==> src/rtl/fifo_regfile.sv <==
// Storage array for fwft_fifo: one synchronous write port, one combinational read port.
// Contents are deliberately left unreset; validity is tracked by the owner's pointers.
module fifo_regfile #(
  parameter int W     = 8,
  parameter int DEPTH = 4,
  parameter int AW    = 2
) (
  input  logic          i_clk,
  input  logic          i_we,
  input  logic [AW-1:0] i_waddr,
  input  logic [W-1:0]  i_wdata,
  input  logic [AW-1:0] i_raddr,
  output logic [W-1:0]  o_rdata
);

  logic [W-1:0] r_mem [DEPTH];

  // Only the addressed entry changes on a write.
  always_ff @(posedge i_clk) begin
    if (i_we) begin
      r_mem[i_waddr] <= i_wdata;
    end
  end

  assign o_rdata = r_mem[i_raddr];

endmodule

==> src/rtl/fwft_fifo.sv <==
// First-word-fall-through FIFO with registered-state handshakes, flush and almost_full.
// Pointers carry one extra wrap bit so full/empty arithmetic needs no special cases.
module fwft_fifo #(
  parameter int W         = 8,
  parameter int DEPTH     = 4,
  parameter int AF_THRESH = DEPTH - 1
) (
  input  logic                   clk,
  input  logic                   rst,
  input  logic                   flush,
  input  logic                   in_valid,
  input  logic [W-1:0]           in_data,
  output logic                   in_ready,
  output logic                   out_valid,
  output logic [W-1:0]           out_data,
  input  logic                   out_ready,
  output logic [$clog2(DEPTH):0] count,
  output logic                   almost_full
);

  localparam int AW = $clog2(DEPTH);
  localparam int PW = AW + 1;

  logic [PW-1:0] r_wptr;
  logic [PW-1:0] r_rptr;
  logic [PW-1:0] r_count;
  logic          w_push;
  logic          w_pop;

  // Handshakes depend only on registered occupancy, never on the partner's strobe.
  assign in_ready    = (r_count != PW'(DEPTH));
  assign out_valid   = (r_count != {PW{1'b0}});
  assign almost_full = (r_count >= PW'(AF_THRESH));
  assign count       = r_count;
  assign w_push      = in_valid & in_ready;
  assign w_pop       = out_valid & out_ready;

  // Pointer and occupancy state; reset outranks flush, both discard contents.
  always_ff @(posedge clk) begin
    if (rst || flush) begin
      r_wptr  <= {PW{1'b0}};
      r_rptr  <= {PW{1'b0}};
      r_count <= {PW{1'b0}};
    end else begin
      if (w_push) begin
        r_wptr <= r_wptr + PW'(1);
      end
      if (w_pop) begin
        r_rptr <= r_rptr + PW'(1);
      end
      case ({w_push, w_pop})
        2'b10:   r_count <= r_count + PW'(1);
        2'b01:   r_count <= r_count - PW'(1);
        default: r_count <= r_count;
      endcase
    end
  end

  fifo_regfile #(
    .W     (W),
    .DEPTH (DEPTH),
    .AW    (AW)
  ) u_regfile (
    .i_clk   (clk),
    .i_we    (w_push),
    .i_waddr (r_wptr[AW-1:0]),
    .i_wdata (in_data),
    .i_raddr (r_rptr[AW-1:0]),
    .o_rdata (out_data)
  );

endmodule

==> config.mk <==
export PLATFORM = sky130hd
export DESIGN_NAME = fwft_fifo
export DESIGN_NICKNAME = d
export VERILOG_FILES = /design/src/rtl/fifo_regfile.sv /design/src/rtl/fwft_fifo.sv
export SDC_FILE = /design/constraint.sdc
export NUM_CORES = 1
export LEC_CHECK = 0
export ABC_AREA = 1
export ABC_CLOCK_PERIOD_IN_PS = 2240
export BUFFER_PORTS_ARGS = -buffer_cell sky130_fd_sc_hd__clkbuf_2
export CORE_ASPECT_RATIO = 0.8
export CORE_MARGIN = 8
export CORE_UTILIZATION = 49
export CTS_CLUSTER_SIZE = 8
export DETAILED_ROUTE_END_ITERATION = 10
export GPL_ROUTABILITY_DRIVEN = 1
export PLACE_DENSITY = 0.71
export SYNTH_ARGS = -nofsm -noshare
export SYNTH_HDL_FRONTEND = slang
export SYNTH_SLANG_ARGS = --single-unit
==> constraint.sdc <==
create_clock -name clk -period 2.24 [get_ports clk]
set_input_delay 0.672 -clock clk [delete_from_list [all_inputs] [get_ports clk]]
set_output_delay 0.672 -clock clk [all_outputs]
set_load 0.05 [all_outputs]
Word-level counts from Yosys, hierarchy flattened
Memories as Yosys holds them, arrays and structs flattened. A register that Yosys moved wholly into a read port is not among the register bits.
Cells that the tools add are included.
Storage, ports and cells
  output and inout bits: 14
  memories kept: 1
  flip-flop bits (word level): 9
  logic and storage cells: 22
  bits of input ports: 13
  memory bits (writable): 32
Operators by class
  bitwise gates (word level): 2
  muxes and demuxes: 5
  eq/ne operators: 3
  reduce and logical (&&, ||, !) cells: 3
  add/subtract/negate cells: 4
  $lt $le $gt $ge: 1
Memory list
  u_regfile.r_mem: depth 4, width 8, read ports 1, clocked after Yosys merged registers in 1, wr ports 1, RTL line fifo_regfile.sv:16  | logic [W-1:0] r_mem [DEPTH];
Operator list (count)
  $add A3 B1 Y3 const B: 3
  $pmux W3 S2: 1
  $mux W2: 2
  $ge A3 B2 Y1 const B: 1
  $ne A3 B3 Y1 const B: 1
  $reduce_bool A3 Y1: 1
  $sub A3 B1 Y3 const B: 1
  $and A1 B1 Y1: 2
  $eq A2 B1 Y1 const B: 1
  $eq A2 B2 Y1 const B: 1
  $mux W1: 2
  $reduce_bool A2 Y1: 1
  $logic_or A1 B1 Y1: 1

Depth between registers and ports, before layout
  word-level depth: 4
  gate-level depth with buffers: 12
  gate-level depth less buffers: 12

Hierarchy
Synthesis repeated with hierarchy kept, for this count alone.
Second synthesis, totals
  cell total of the unflattened synthesis: 193
  area total of the unflattened synthesis: 1816.7 um^2
By module, submodules not included
  fifo_regfile: cells an instance 133, instances 1, area an instance 1387.6 um^2, sequential area each 960.9 um^2
  fwft_fifo: cells an instance 60, instances 1, area an instance 429.2 um^2, sequential area each 140.1 um^2

Worst setup path after synthesis
Ideal clock, no wire load.
  path type: reg2out
  start point: register r_count[1] (netlist: count[1])
  end point: output almost_full
  slack: -0.460 ns
  arrival: 2.028 ns
  data required time: 1.568 ns
  cell stages (with the launch flop): 3
  buffers on the path: 0
  cell sequence: dfxtp_1 > inv_1 > o21ai_0
Between the ends
  longest elaborated chain between the ends: 1
RTL lines
  from (decl): RTL line fwft_fifo.sv:26  | logic [PW-1:0] r_count;
  from (signal assigned): RTL line fwft_fifo.sv:43  | r_count <= {PW{1'b0}};
  from (signal assigned): RTL line fwft_fifo.sv:52  | 2'b10: r_count <= r_count + PW'(1);
  from (signal assigned): RTL line fwft_fifo.sv:53  | 2'b01: r_count <= r_count - PW'(1);
  $ge A3 B2 Y1: RTL line fwft_fifo.sv:33  | assign almost_full = (r_count >= PW'(AF_THRESH));
  to (decl): RTL line fwft_fifo.sv:18  | output logic almost_full
No other way between the ends.

==> summary.md <==
| Metric | Value |
|---|---|
| Layout area overhead | `17.46%` |
| Mux share of post-synthesis cell area | `0` |
| Clk_lat worst skew | `290 ps` |
| Die Ht | `68.77 microns` |
| Cell taking the most area after synthesis | `edfxtp_1` |
| Starting density of the core | `0.5052` |
| Area after DPL | `1909 sq um` |
| Synth Area in Compound Gates | `0.1093` |
| Reg area | `1146 sq um` |
| Multi-input logic area | `485.5 sq um` |
| Crit path capture type | `output pin` |
| # hold bufs at CTS | `0` |
| CTS Buffer Depth | `2` |
| Worst-path clk slew | `80 ps` |
| Largest net degree at the start of global routing | `17` |
| Worst vdd rail ir drop | `between 0.4 and 0.5 mV` |
| Post-DR vias/cell | `5.121` |
| Grt total ovfl | `0` |
| Post-synthesis cell count | `144` |
| CTS Buf Count | `5` |
| Slew Limit Fails | `0` |
| Initial antenna violation count | `0` |
| R2r endpoint | `count[2]$_SDFFE_PP0P_` |
| Final WS setup | `about 120 ps` |
| RSZ-0062 raised after global routing | `false` |
| Crit path required time | `1570 ps` |
| Placed Cells | `215` |
| Fillers | `between 200 and 300` |
| Final Hold Viols | `0` |
| Initial DRC Count | `between 70 and 80` |
| Top Ports | `27` |
| Layout cells sized above 1 | `0.2818` |
| Register area share after synthesis | `0.6691` |
| Final min period | `2121 ps` |
| Synthesized cell area | `1705 sq um` |
| Combinational share of power | `0.125` |
| Post-DP HPWL | `2.334 mm` |
| Worst setup SP type | `flop` |
| Row count | `19` |
| Max-cap violations | `0` |
| R2R depth | `11` |
| Post-CTS Setup Inserts | `0` |
| Drt total wl | `between 3 and 4 mm` |
| Post-Synth XOR/XNOR Area | `0` |
| Reg power frac | `0.566` |
| Placer Congestion | `roughly 0.86` |
| Clock Power Share | `0.309` |
| Register bit total from synthesis | `41` |
| Die area | `between 5000 and 6000 sq um` |
| Routed via count | `1142` |
| Buffers on Ports | `26` |
| Share of the synthesized area in the top cell type | `0.5635` |
| CTS tree | `built` |
| Core ar. | `about 3400 sq um` |
| Residual DRC | `0` |
| Worst-Margin Slew | `466.9 ps` |
| First-pass GRT wire length | `~5.3 mm` |
| Largest family of logic cells by synthesized area | `simple AND/OR/NAND/NOR gates` |
| Net Sw Frac | `0.2651` |
| Worst Hold Class | `flop to flop` |
| Launching point of the worst reg2reg path | `count[1]$_SDFFE_PP0P_` |
| Critical path class | `flop to output pin` |
| Critical path peak fanout | `16` |
| Die width | `81.96 microns` |
| Hold path start | `r_rptr[0]$_SDFFE_PP0P_` |
| CTS H-tree lvls | `2` |
| Worst hold path depth | `2` |
| Clock root buffer | `clkbuf_8` |
| Final Skew | `between 7 and 8 ps` |
| Final instance area | `roughly 2000 sq um` |
| Max_slew headroom | `0.6876` |
| Final Core Density | `0.5934` |
| Pre-CTS setup slack | `208.5 ps` |
| Syn_nets | `about 160` |
| Syn_area_per_cell | `11.84 sq um` |
| DR WL/cell | `14.64 microns` |
| Crit path DAT | `1450 ps` |
| Count of final setup violators | `0` |
| Power per cell area | `753.1 nW/um^2` |
| End of the worst hold path | `r_rptr[0]$_SDFFE_PP0P_` |
| Total power | `1.509 mW` |
| Synth warnings | `0` |
| Peak Freq | `0.4714 GHz` |
| Tot GR Track Use | `0.1269` |
| LEAKAGE | `0.7920 nW` |
| Synth area leaders | `edfxtp_1 (56%), dfxtp_1 (11%), nor2_1 (5.9%), o21ai_0 (4.4%), ha_1 (3.7%)` |
| Hold slack | `about 490 ps` |
| Final Cycle Share | `0.9471` |
| Routed Antenna Nets | `0` |
| Sw Pwr | `399.9 uW` |
| Clock sinks | `41` |
| Setup_tns | `0 ps` |
| Non-Filler Instances | `223` |
| Vias in the first global route | `1176` |
| Reg2Reg Setup Slack | `~330 ps` |
| Post-synthesis cell type count | `19` |
| Post-Synth Adder-Cell Area | `0.04842` |
| Nets | `a little under 200` |
| First-pass DRT Iterations | `5` |
| Synth Area in Simple Gates | `0.1247` |
| Status | `finished, final reports clean` |
| Internal power component | `1.109 mW` |
| Diode count | `0` |
-- how the worst max path moves through the flow --
stage                          start               endpoint  slack (ps)  cells past startpoint
2_1_floorplan  count[0]$_SDFFE_PP0P_  count[2]$_SDFFE_PP0P_          70                     12
5_1_grt                         flop            out_data[1]          10                      4
4_1_cts                         flop            out_data[3]           8                      4
6_report                        flop            out_data[7]         120                      4
3_3_place_gp                in_valid  count[2]$_SDFFE_PP0P_         290                     11
3_5_place_dp                in_valid  count[2]$_SDFFE_PP0P_         210                     11
-- Yosys cell counts --
cell / count
nand3_1: 3
buf_6: 2
o22ai_1: 8
edfxtp_1: 32
and2_1: 1
o21ai_0: 15
a21oi_1: 6
o21ai_1: 1
nand2_1: 11
nor2_1: 27
inv_2: 2
inv_1: 14
dfxtp_1: 9
nand3_4: 2
fa_1: 1
o21ai_2: 3
nand4_1: 1
nand3b_1: 1
ha_1: 5
-- registers in the layout, summed over array words and instances (netlist names), named ones only --
name             count
u_regfile.r_mem     32
count                3
r_rptr               2
r_wptr               2
-- per-layer routing --
layer	routed length, microns	vias to the layer above	share of wire	global-route usage
met4	53	0	0.016	0.04585
met5	0	-	0	0
met1	1323	533	0.41	0.1359
li1	-	572	-	-
met3	218	7	0.067	0.04922
met2	1670	30	0.51	0.2252
-- worst max-delay path: stages, from the launching register on --
cell and delay (ps):
dfxtp_2 370, inv_2 230, nor2_1 70, o22ai_1 190, buf_2 290
-- cell type report --
type	count	area share
clock inverter	3	0.008745
clock buffer	5	0.03435
tap	42	0.02623
inverter	16	0.02998
timing repair buffer	31	0.08620
sequential	41	0.5721
multi-input combinational	85	0.2423
-- power groups by stage --
stage / Clock [mW] / Sequential (mW) / Combinational (mW)
global placement: 0 / 0.871 / 0.182
CTS: 0.476 / 0.854 / 0.190
floorplan: 0 / 0.880 / 0.124
finish: 0.466 / 0.854 / 0.188
detailed placement: 0 / 0.872 / 0.188
global route: 0.512 / 0.856 / 0.205
-- cell families after synthesis --
family / after synthesis
simple gates: 46
flops: 41
fa+ha+maj: 6
buf+inv: 18
compound gates: 33
-- what timing repair did --
| action | in CTS | in global routing |
|---|---|---|
| hold endpoints to repair | 0 | 0 |
| setup endpoints to repair | 7 | 8 |
| gates resized for setup | 3 | 5 |
-- layout by cell type, fill, tap and decap left out, types with 2 or more instances in the layout --
master	n
clkbuf_8	5
o21ai_2	4
inv_2	3
ha_1	5
edfxtp_1	32
nand3_1	3
inv_1	13
nand2_1	11
buf_4	5
o21ai_0	14
nand3_4	2
clkbuf_2	21
a21oi_1	6
buf_2	3
clkbuf_4	2
dfxtp_1	5
dfxtp_2	4
o22ai_1	8
nor2_1	27
Note: power is estimated with default switching activity, not from simulation.
